==> config.mk <==
export PLATFORM = sky130hd
export DESIGN_NAME = fetch_stage
export DESIGN_NICKNAME = d
export VERILOG_FILES = /design/src/rtl/fetch_stage.sv
export SDC_FILE = /design/constraint.sdc
export NUM_CORES = 1
export LEC_CHECK = 0
export CAP_MARGIN = 20
export CORE_MARGIN = 2
export CORE_UTILIZATION = 40
export CTS_CLUSTER_DIAMETER = 40
export DETAILED_ROUTE_END_ITERATION = 10
export HOLD_SLACK_MARGIN = 0.02
export MAX_ROUTING_LAYER = met4
export PLACE_DENSITY = 0.68
export SYNTH_ARGS = -nofsm -noshare
export SYNTH_HDL_FRONTEND = slang
export SYNTH_SLANG_ARGS = --single-unit
==> constraint.sdc <==
create_clock -name clk -period 2.4 [get_ports clk]
set_input_delay 0.48 -clock clk [delete_from_list [all_inputs] [get_ports clk]]
set_output_delay 0.48 -clock clk [all_outputs]
set_load 0.02 [all_outputs]
==> src/rtl/fetch_stage.sv <==
// Instruction-fetch stage with IF/ID pipeline register. One outstanding request
// to a variable-latency instruction memory; handles stalls, flushes and redirects.
module fetch_stage #(
  parameter int              WIDTH    = 32,
  parameter logic [WIDTH-1:0] RESET_PC = '0
) (
  input  logic             clk,
  input  logic             rst,
  input  logic             PCsrc_E,
  input  logic [WIDTH-1:0] PCTarget_E,
  input  logic             stall_D,
  input  logic             flush_D,
  output logic             imem_req,
  output logic [WIDTH-1:0] imem_addr,
  input  logic             imem_rvalid,
  input  logic [WIDTH-1:0] imem_rdata,
  output logic [WIDTH-1:0] instr_D,
  output logic [WIDTH-1:0] PC_D,
  output logic [WIDTH-1:0] PCPlus4_D,
  output logic             valid_D,
  output logic             busy_F,
  output logic [1:0]       state_dbg
);

  typedef enum logic [1:0] {
    S_REQ  = 2'd0,
    S_WAIT = 2'd1,
    S_DROP = 2'd2,
    S_HOLD = 2'd3
  } state_t;

  localparam logic [WIDTH-1:0] NOP = WIDTH'(32'h0000_0013);

  state_t           state, state_n;
  logic [WIDTH-1:0] pc_f, pc_n, pc_plus4;
  logic [WIDTH-1:0] hold_instr, hold_n;
  logic             load;
  logic [WIDTH-1:0] load_instr;
  logic             req;
  logic [WIDTH-1:0] addr;

  assign pc_plus4  = pc_f + WIDTH'(4);
  assign busy_F    = (state == S_WAIT) || (state == S_DROP);
  assign state_dbg = state;
  assign imem_req  = req;
  assign imem_addr = addr;

  // Handshake: a request is accepted in the cycle imem_req=1; exactly one
  // imem_rvalid answers it in a later cycle, and no new request is issued
  // until that answer is seen (except the back-to-back issue on its arrival).
  always_comb begin
    state_n    = state;
    pc_n       = pc_f;
    hold_n     = hold_instr;
    load       = 1'b0;
    load_instr = hold_instr;
    req        = 1'b0;
    addr       = pc_f;
    case (state)
      S_REQ: begin
        req = 1'b1;
        if (PCsrc_E) begin
          pc_n    = PCTarget_E;
          state_n = S_DROP;
        end else begin
          state_n = S_WAIT;
        end
      end
      S_WAIT: begin
        if (imem_rvalid) begin
          if (PCsrc_E) begin
            pc_n    = PCTarget_E;
            state_n = S_REQ;
          end else if (!stall_D) begin
            // Accept and immediately request the sequential successor.
            load       = 1'b1;
            load_instr = imem_rdata;
            pc_n       = pc_plus4;
            req        = 1'b1;
            addr       = pc_plus4;
          end else begin
            hold_n  = imem_rdata;
            state_n = S_HOLD;
          end
        end else if (PCsrc_E) begin
          pc_n    = PCTarget_E;
          state_n = S_DROP;
        end
      end
      S_DROP: begin
        if (PCsrc_E) pc_n = PCTarget_E;
        if (imem_rvalid) state_n = S_REQ;
      end
      S_HOLD: begin
        if (PCsrc_E) begin
          pc_n    = PCTarget_E;
          state_n = S_REQ;
        end else if (!stall_D) begin
          load    = 1'b1;
          pc_n    = pc_plus4;
          state_n = S_REQ;
        end
      end
      default: state_n = S_REQ;
    endcase
    if (!rst) req = 1'b0;
  end

  always_ff @(posedge clk) begin
    if (!rst) begin
      state      <= S_REQ;
      pc_f       <= RESET_PC;
      hold_instr <= '0;
      instr_D    <= NOP;
      PC_D       <= '0;
      PCPlus4_D  <= '0;
      valid_D    <= 1'b0;
    end else begin
      state      <= state_n;
      pc_f       <= pc_n;
      hold_instr <= hold_n;
      if (flush_D || PCsrc_E) begin
        instr_D <= NOP;
        valid_D <= 1'b0;
      end else if (stall_D) begin
        instr_D <= instr_D;
      end else if (load) begin
        instr_D   <= load_instr;
        PC_D      <= pc_f;
        PCPlus4_D <= pc_plus4;
        valid_D   <= 1'b1;
      end else begin
        instr_D <= NOP;
        valid_D <= 1'b0;
      end
    end
  end

endmodule

[Word level (Yosys, flattened, before mapping)]
Cells that the tools add are included.
Word-level totals
  register bits after elaboration: 163
  input port bits: 70
  output and inout bits: 133
  word-level logic and storage cells: 55
Cells by class
  add/sub/neg operators: 1
  equal/unequal tests: 7
  multiplexer cells: 28
  bitwise operators: 4
  reductions and logical operators: 8
Operator list (count)
  $mux W32: 11
  $pmux W32 S3: 1
  $add A32 B3 Y32 const B: 1
  $mux W2: 8
  $ne A3 B3 Y1 const B: 3
  $pmux W2 S4: 1
  $reduce_and A4 Y1: 2
  $mux W1: 5
  $eq A2 B2 Y1 const B: 2
  $not A1 Y1: 4
  $pmux W1 S2: 2
  $reduce_or A2 Y1: 2
  $reduce_and A3 Y1: 1
  $eq A2 B1 Y1 const B: 1
  $logic_not A2 Y1: 1
  $logic_or A1 B1 Y1: 2
  $ne A2 B2 Y1 const B: 1

[Longest topological paths before layout]
  depth in word-level cells: 5
  gate-level depth with buffers: 11
  mapped depth without buffers: 7

[Worst setup path after synthesis]
OpenSTA, ideal clock, no wires.
  kind: register to output
  start: register state[1] (netlist: state_dbg[1])
  end: output port imem_addr[29]
  arrival: 2116 ps
  required time: 1920 ps
  path slack: -196 ps
  cell stages (with the launch flop): 10
  buffers on the path: 3
  cells stage by stage: dfxtp_1 inv_1 ha_1 buf_2 and2_1 buf_2 nand2_1 clkbuf_1 nor2_1 xnor2_1
On the way
  longest elaborated chain between the ends: 2
RTL lines
  from (decl): RTL line 34  | state_t state, state_n;
  from (signal assigned): RTL line 119  | state <= state_n;
  $eq A2 B1 Y1: RTL line 59  | case (state)
  $mux W32: RTL line 59
  to (decl): RTL line 14  | output logic [WIDTH-1:0] imem_addr,
No other way between the ends.

[Worst setup path after layout]
  start: register pc_f[2]
  end: output port imem_addr[24]
On the way
  longest elaborated chain between the ends: 5
RTL lines
  from (decl): RTL line 35  | logic [WIDTH-1:0] pc_f, pc_n, pc_plus4;
  from (signal assigned): RTL line 120  | pc_f <= pc_n;
  $add A32 B3 Y32: RTL line 42  | assign pc_plus4 = pc_f + WIDTH'(4);
  $mux W32
  $mux W32: RTL line 71  | if (PCsrc_E) begin
  $mux W32: RTL line 70  | if (imem_rvalid) begin
  $mux W32: RTL line 59
No other way between the ends.

==> results.py <==
metrics = {
    "final_layout": {
        "seqCellArea_sq_um": 3250,
        "final_core_util": 0.651,
        "drive_gt1_frac": 0.283,
        "final_cells": 1581,
        "area_growth_pct": 60.7,
        "layout.nets": 1379,
        "n_fill_cell": 1626,
        "multiInputGateArea_sq_um": 4770,
    },
    "setup_path": {
        "arrival_ns": 2.15,
        "cp_common_cell": "buf_4",
        "critPathLaunch": "pc_f[2]",
        "rrSetupSlack_ns": 0.15,
        "max_stage_delay_ns": 0.38,
        "end_kind": "output port",
        "rr_worst_depth": 9,
        "crit_fanout": 4,
        "critPathKind": "flip-flop to output port",
        "critPathSlowestCell": "dfxtp_4",
        "reg2reg_from": "state_dbg[0]",
        "startpoint_type": "flip-flop",
        "endpoint": "imem_addr[24]",
        "path_cells": "ha_4, nand4_1, nand2b_4, buf_4, nor4_2, buf_4, nand2_2, xnor2_2, buf_4",
        "worst_r2r_endpoint": "pc_f[19]",
        "required_ns": 1.92,
    },
    "power_and_ir_drop": {
        "switching_share": 0.280,
        "switchingPower_mw": 1.91,
        "power_density_nw_per_um2": 541,
        "irDropWorstVdd_v": 0.000523,
        "p_total_mw": 6.83,
        "intPower_mw": 4.92,
        "p_clk_frac": 0.381,
        "combPwrFrac": 0.207,
        "p_leak_nw": 4.92,
        "pwr-share-seq": 0.412,
    },
    "grt": {
        "antenna_found_initial": 1,
        "grt_util_all_layers": 0.271,
        "grt_pass1_wl_mm": 42.4,
        "grt_start_max_net_pins": 89,
        "overflow": 0,
        "grt_pass1_vias": 8081,
    },
    "clock_network": {
        "htreeDepth": 4,
        "cts-root-buf": "clkbuf_16",
        "clk_pin_slew_worst_paths_ns": 0.07,
        "clock_latency_ns": 0.43,
        "clockBufferDepth": 2,
        "clkSinkCount": 161,
        "cts_tree": "done",
        "hold_buffers": 0,
        "cts_buffers": 17,
    },
    "route": {
        "m1WireLength_mm": 11.6,
        "dr_wl_met2_mm": 13.4,
        "avgViaCountPerCell": 5.32,
        "drc": 0,
        "routed.top_layer": "met4",
        "drtPass1Iterations": 5,
        "wirelength_mm": 28.2,
        "post_drt_wl_per_cell_um": 17.8,
        "drt.antenna.violating_nets": 0,
        "wl_met3_mm": 2.27,
        "drtIter0Drc": 438,
        "vias": 8416,
    },
    "timing": {
        "final.period_utilization": 1.10,
        "fin_worst_skew_ns": 0.0105,
        "drv_slew": 0,
        "clock.fmax_ghz": 0.380,
        "finalHoldViolations": 0,
        "period_minus_slack_ns": 2.63,
        "rsz0062_at_grt": "yes",
        "timing.setup.tns_ns": -2.89,
        "finalWorstSetupSlack_ns": -0.235,
        "worst_slew_pin_slew_ns": 0.545,
        "setup_violations": 21,
        "slew_headroom": 0.633,
    },
    "placed_design": {
        "gp_congestion": 0.907,
        "dp_hpwl_mm": 18.5,
        "place.port_buffers": 202,
        "dp.cells": 1500,
    },
    "synthesis": {
        "seq_area_frac_synth": 0.410,
        "synth_commonest_cells": "nand2_1 (177), dfxtp_1 (161), nor2_1 (95)",
        "synth-main-ff-cell": "dfxtp_1",
        "synth_seq_cells": 161,
        "synth_nets": 1062,
        "syn_inst": 987,
        "yosys.area.top_type": "dfxtp_1",
        "synth_most_common_cell": "nand2_1",
        "synth.area.top_cells": "dfxtp_1 (41%), nand2_1 (8.5%), a21oi_1 (5.9%)",
        "synth.top_cell.area_share": 0.410,
        "synthArstFlopShare": 0,
        "synth_cell_types": 56,
        "synth-edff-count": 0,
        "syn_area_sq_um": 7860,
        "yosysWarnings": 0,
        "avgSynthCellArea_sq_um": 7.96,
    },
    "hold_path": {
        "hold_path.class": "flip-flop to flip-flop",
        "min_from": "PC_D[13]",
    },
    "outcome": {
        "violations": "setup timing",
        "status": "finished with violations",
    },
    "die": {
        "dieArea_sq_um": 20800,
        "initial_core_util": 0.405,
        "ioPinCount": 203,
        "die_width_um": 144,
        "rows": 51,
        "core_area_sq_um": 19400,
        "dieHeight_um": 144,
    },
    "run": {
        "cap_violations": 0,
    },
}
flip-flops by register name, summed over array words and instances (netlist names):
name and count:
PCPlus4_D 30, state_dbg 2, hold_instr 32, instr_D 32
valid_D 1, PC_D 32, pc_f 32
power by group through the flow:
stage                     Clock (mW)  Combinational [mW]  Sequential, mW
after floorplan                    0               0.687            2.86
after global placement             0                1.30            2.85
after detailed placement           0                1.31            2.85
after CTS                       2.63                1.35            2.81
after global routing            2.76                1.50            2.82
final                           2.60                1.41            2.81
metrics by stage:
step / hold WS (ns) / area, sq um / setup WS, ns
global route: 0.472 / 12600 / -0.344
detailed placement: 0.446 / 11100 / -0.511
global placement: 0.441 / 11100 / -0.492
CTS: 0.455 / 12200 / -0.322
floorplan: 0.434 / 7960 / -0.0184
finish: 0.453 / 12600 / -0.235
metal layers:
metal,global-route usage,vias to the layer above
li1,-,4046
met1,0.321,3983
met2,0.431,320
met3,0.0758,67
met4,0.120,0
met5,-,-
cells in the final DEF, fill, tap and decap left out, drive strengths merged, types with 5 or more instances in the layout:
cell type / synthesis / routed
buf: 43 / 225
a21oi: 93 / 93
nand4: 16 / 16
dfxtp: 161 / 161
a22oi: 9 / 9
ha: 5 / 5
xnor2: 45 / 45
a211oi: 12 / 12
nand3: 19 / 19
nor3: 26 / 26
a2bb2oi: 30 / 30
mux2i: 35 / 35
and2: 7 / 7
o21ai: 36 / 36
o22ai: 14 / 14
nor2: 95 / 95
inv: 15 / 16
nand2: 177 / 177
a31oi: 7 / 7
nor4: 13 / 13
clkbuf: 56 / 24
clkdlybuf4s50: 0 / 167
xor2: 18 / 18
what timing repair did:
action | CTS | global route
gates cloned | 0 | 1
setup endpoints to repair | 32 | 51
setup buffers | 34 | 22
pin swaps | 43 | 44
resized for setup | 264 | 67
hold endpoints to repair | 0 | 0
how the worst min path moves through the flow:
stage / cells past startpoint / to / slack, ns
2_1_floorplan: 2 / hold_instr[0] / 0.43
3_3_place_gp: 2 / hold_instr[0] / 0.44
3_5_place_dp: 2 / PC_D[13] / 0.45
4_1_cts: 2 / hold_instr[19] / 0.45
5_1_grt: 2 / PC_D[13] / 0.47
6_report: 2 / PC_D[13] / 0.45
area by class of cell:
class                   count  area share
clock inverters             8     0.00634
well taps                 265      0.0262
repair buffers            397       0.290
multi-input cells         712       0.378
inverters                  15     0.00446
diodes                      1    0.000198
clock buffers              22      0.0375
flip-flops and latches    161       0.258
cells by family (layout without fill, tap and decap cells):
family / Yosys count / after routing / synth area share
other: 0 / 1 / 0
muxes: 39 / 39 / 0.0503
buffers and inverters: 114 / 442 / 0.0635
and+or+nand+nor: 374 / 374 / 0.212
xor gates and xnor gates: 63 / 63 / 0.0702
adders and majority gates: 5 / 5 / 0.00796
AOI/OAI and AO/OA: 231 / 231 / 0.186
DFF: 161 / 161 / 0.410
critical path, delay by kind of cell (launching register included):
family        cells  cell delay, ns
simple gates      4            0.58
buf+inv           3            0.47
flops             1            0.38
xor+xnor          1            0.16
fa+ha+maj         1            0.13
(Power assumes the default switching activity.)
==> patch: new RTL, config.mk and constraints unchanged <==
Register the output `state_dbg` once more, with the module's reset; this adds one clock of latency there. The other outputs are not delayed to match.
--- a/src/rtl/fetch_stage.sv
+++ b/src/rtl/fetch_stage.sv
@@ -41,7 +41,13 @@
 
   assign pc_plus4  = pc_f + WIDTH'(4);
   assign busy_F    = (state == S_WAIT) || (state == S_DROP);
-  assign state_dbg = state;
+  always_ff @(posedge clk) begin
+    if (!rst) begin
+      state_dbg <= '0;
+    end else begin
+      state_dbg <= state;
+    end
+  end
   assign imem_req  = req;
   assign imem_addr = addr;
 
Function: changed (a bounded check fails within 4 cycles, from zero or initial values and one cycle with rst low).
==> patch against the unedited design <==
The flow still finishes with violations (setup timing). Fmax down 4.6%. Synthesized area down 0.88%. Setup slack worse by 0.13 ns. Die area down 0.85%. Wire length down 2.5%. Highest routed layer unchanged. Total power up 2.9%. Cell area down 4.6%. Combinational power down 5%. Sequential cell count up 2. Largest cell class unchanged. Core utilization down 2.6 points.
==> patch: results (changes against the unedited design) <==
.. list-table::
   :header-rows: 1

   * - Metric
     - Value
   * - Buffer count from post-CTS setup fixing
     - 14 (-59%)
   * - Area of the multi-input gates
     - 4490 um2 (-6.1%)
   * - Psw
     - 2.04 mW (+6.7%)
   * - Total of plain and repair buffers excluding clock buffers
     - 362 (-8.8%)
   * - Total nets after synthesis
     - 1042 (-1.9%)
   * - Worst ir drop on vdd
     - 0.547 mV (+4.5%)
   * - Setup-failing EPs final
     - 21 (unchanged)
   * - Mux share of post-synthesis cell area
     - 5.46% (+0.43 points)
   * - WP data arrival
     - 2.28 ns (+0.13 ns)
   * - Leading post-synthesis cells by cell area
     - dfxtp_1 42%, nand2_1 8.2%, a21oi_1 6.3%
   * - Run status
     - complete, but fails checks
   * - Setup slack of the critical path after layout
     - -0.361 ns (-0.126 ns)
   * - Crit. Startpoint
     - pc_f[3]
   * - Total global-route track usage
     - 27.4% (+0.33 points)
   * - Adder and majority cell fraction of the synthesized area
     - 0.803% (+0.0070 points)
   * - Gate Count Post-Synth
     - 967 (-2.0%)
   * - Number of resized instances in the post-cts repair step
     - 206 (-22%)
   * - Sum of routed wire segments on met1
     - 11300 um (-2.1%)
   * - Post-Route Skew
     - 0.0115 ns (+0.00101 ns)
   * - Critical R2R Launch
     - state[1]
   * - Worst Path Max Fanout
     - 3 (-1)
   * - Area share of the largest cell type after synthesis
     - 41.9% (+0.88 points)
   * - Yosys cell types
     - 55 (-1.8%)
   * - Leakage power total
     - 4.52 nW (-8.0%)
   * - Failing checks
     - setup timing
   * - Post-synthesis sequential element count
     - 163 (+1.2%)
   * - Global-route wire length before repair
     - 42600 um (+0.39%)
   * - Maximum number of pins on one net before global-route repair
     - 64 (-28%)
   * - Final estimated routing congestion in global placement
     - 0.948 (+4.6%)
   * - Total Negative Setup Slacks
     - -4.03 ns (-1.15 ns)
patch: cell count changes in the layout (fill, tap and decap cells not counted), moves of 7 or more:
cell,delta
dfxtp_2,-12
inv_1,-8
nor3_1,-10
nand3_1,+8
nor2_1,-12
xnor2_2,-7
buf_6,-14
xor2_1,+15
buf_4,-20
inv_8,+7
dfxtp_1,+15
patch: final timing paths:
path	endpoint	slack, ns
hold reg to reg	hold_instr[17]	0.45
hold / removal	hold_instr[17]	0.45
setup / recovery	imem_addr[24]	-0.36
setup reg to reg	pc_f[6]	0.05
patch: through the flow:
stage               hold slack, ns  utilization, %  instance area [um2]
global route                 0.469            62.5                12000
detailed placement           0.446            56.5                10900
floorplan                    0.434               -                 7880
global placement             0.439            56.5                10900
CTS                          0.456            61.0                11800
finish                       0.454            62.5                12000
patch: metal layers:
metal / vias up / global-route usage (%)
met5: - / -
met1: 3918 / 33.2
li1: 3915 / -
met3: 61 / 7.43
met2: 383 / 43.9
met4: 0 / 10.1
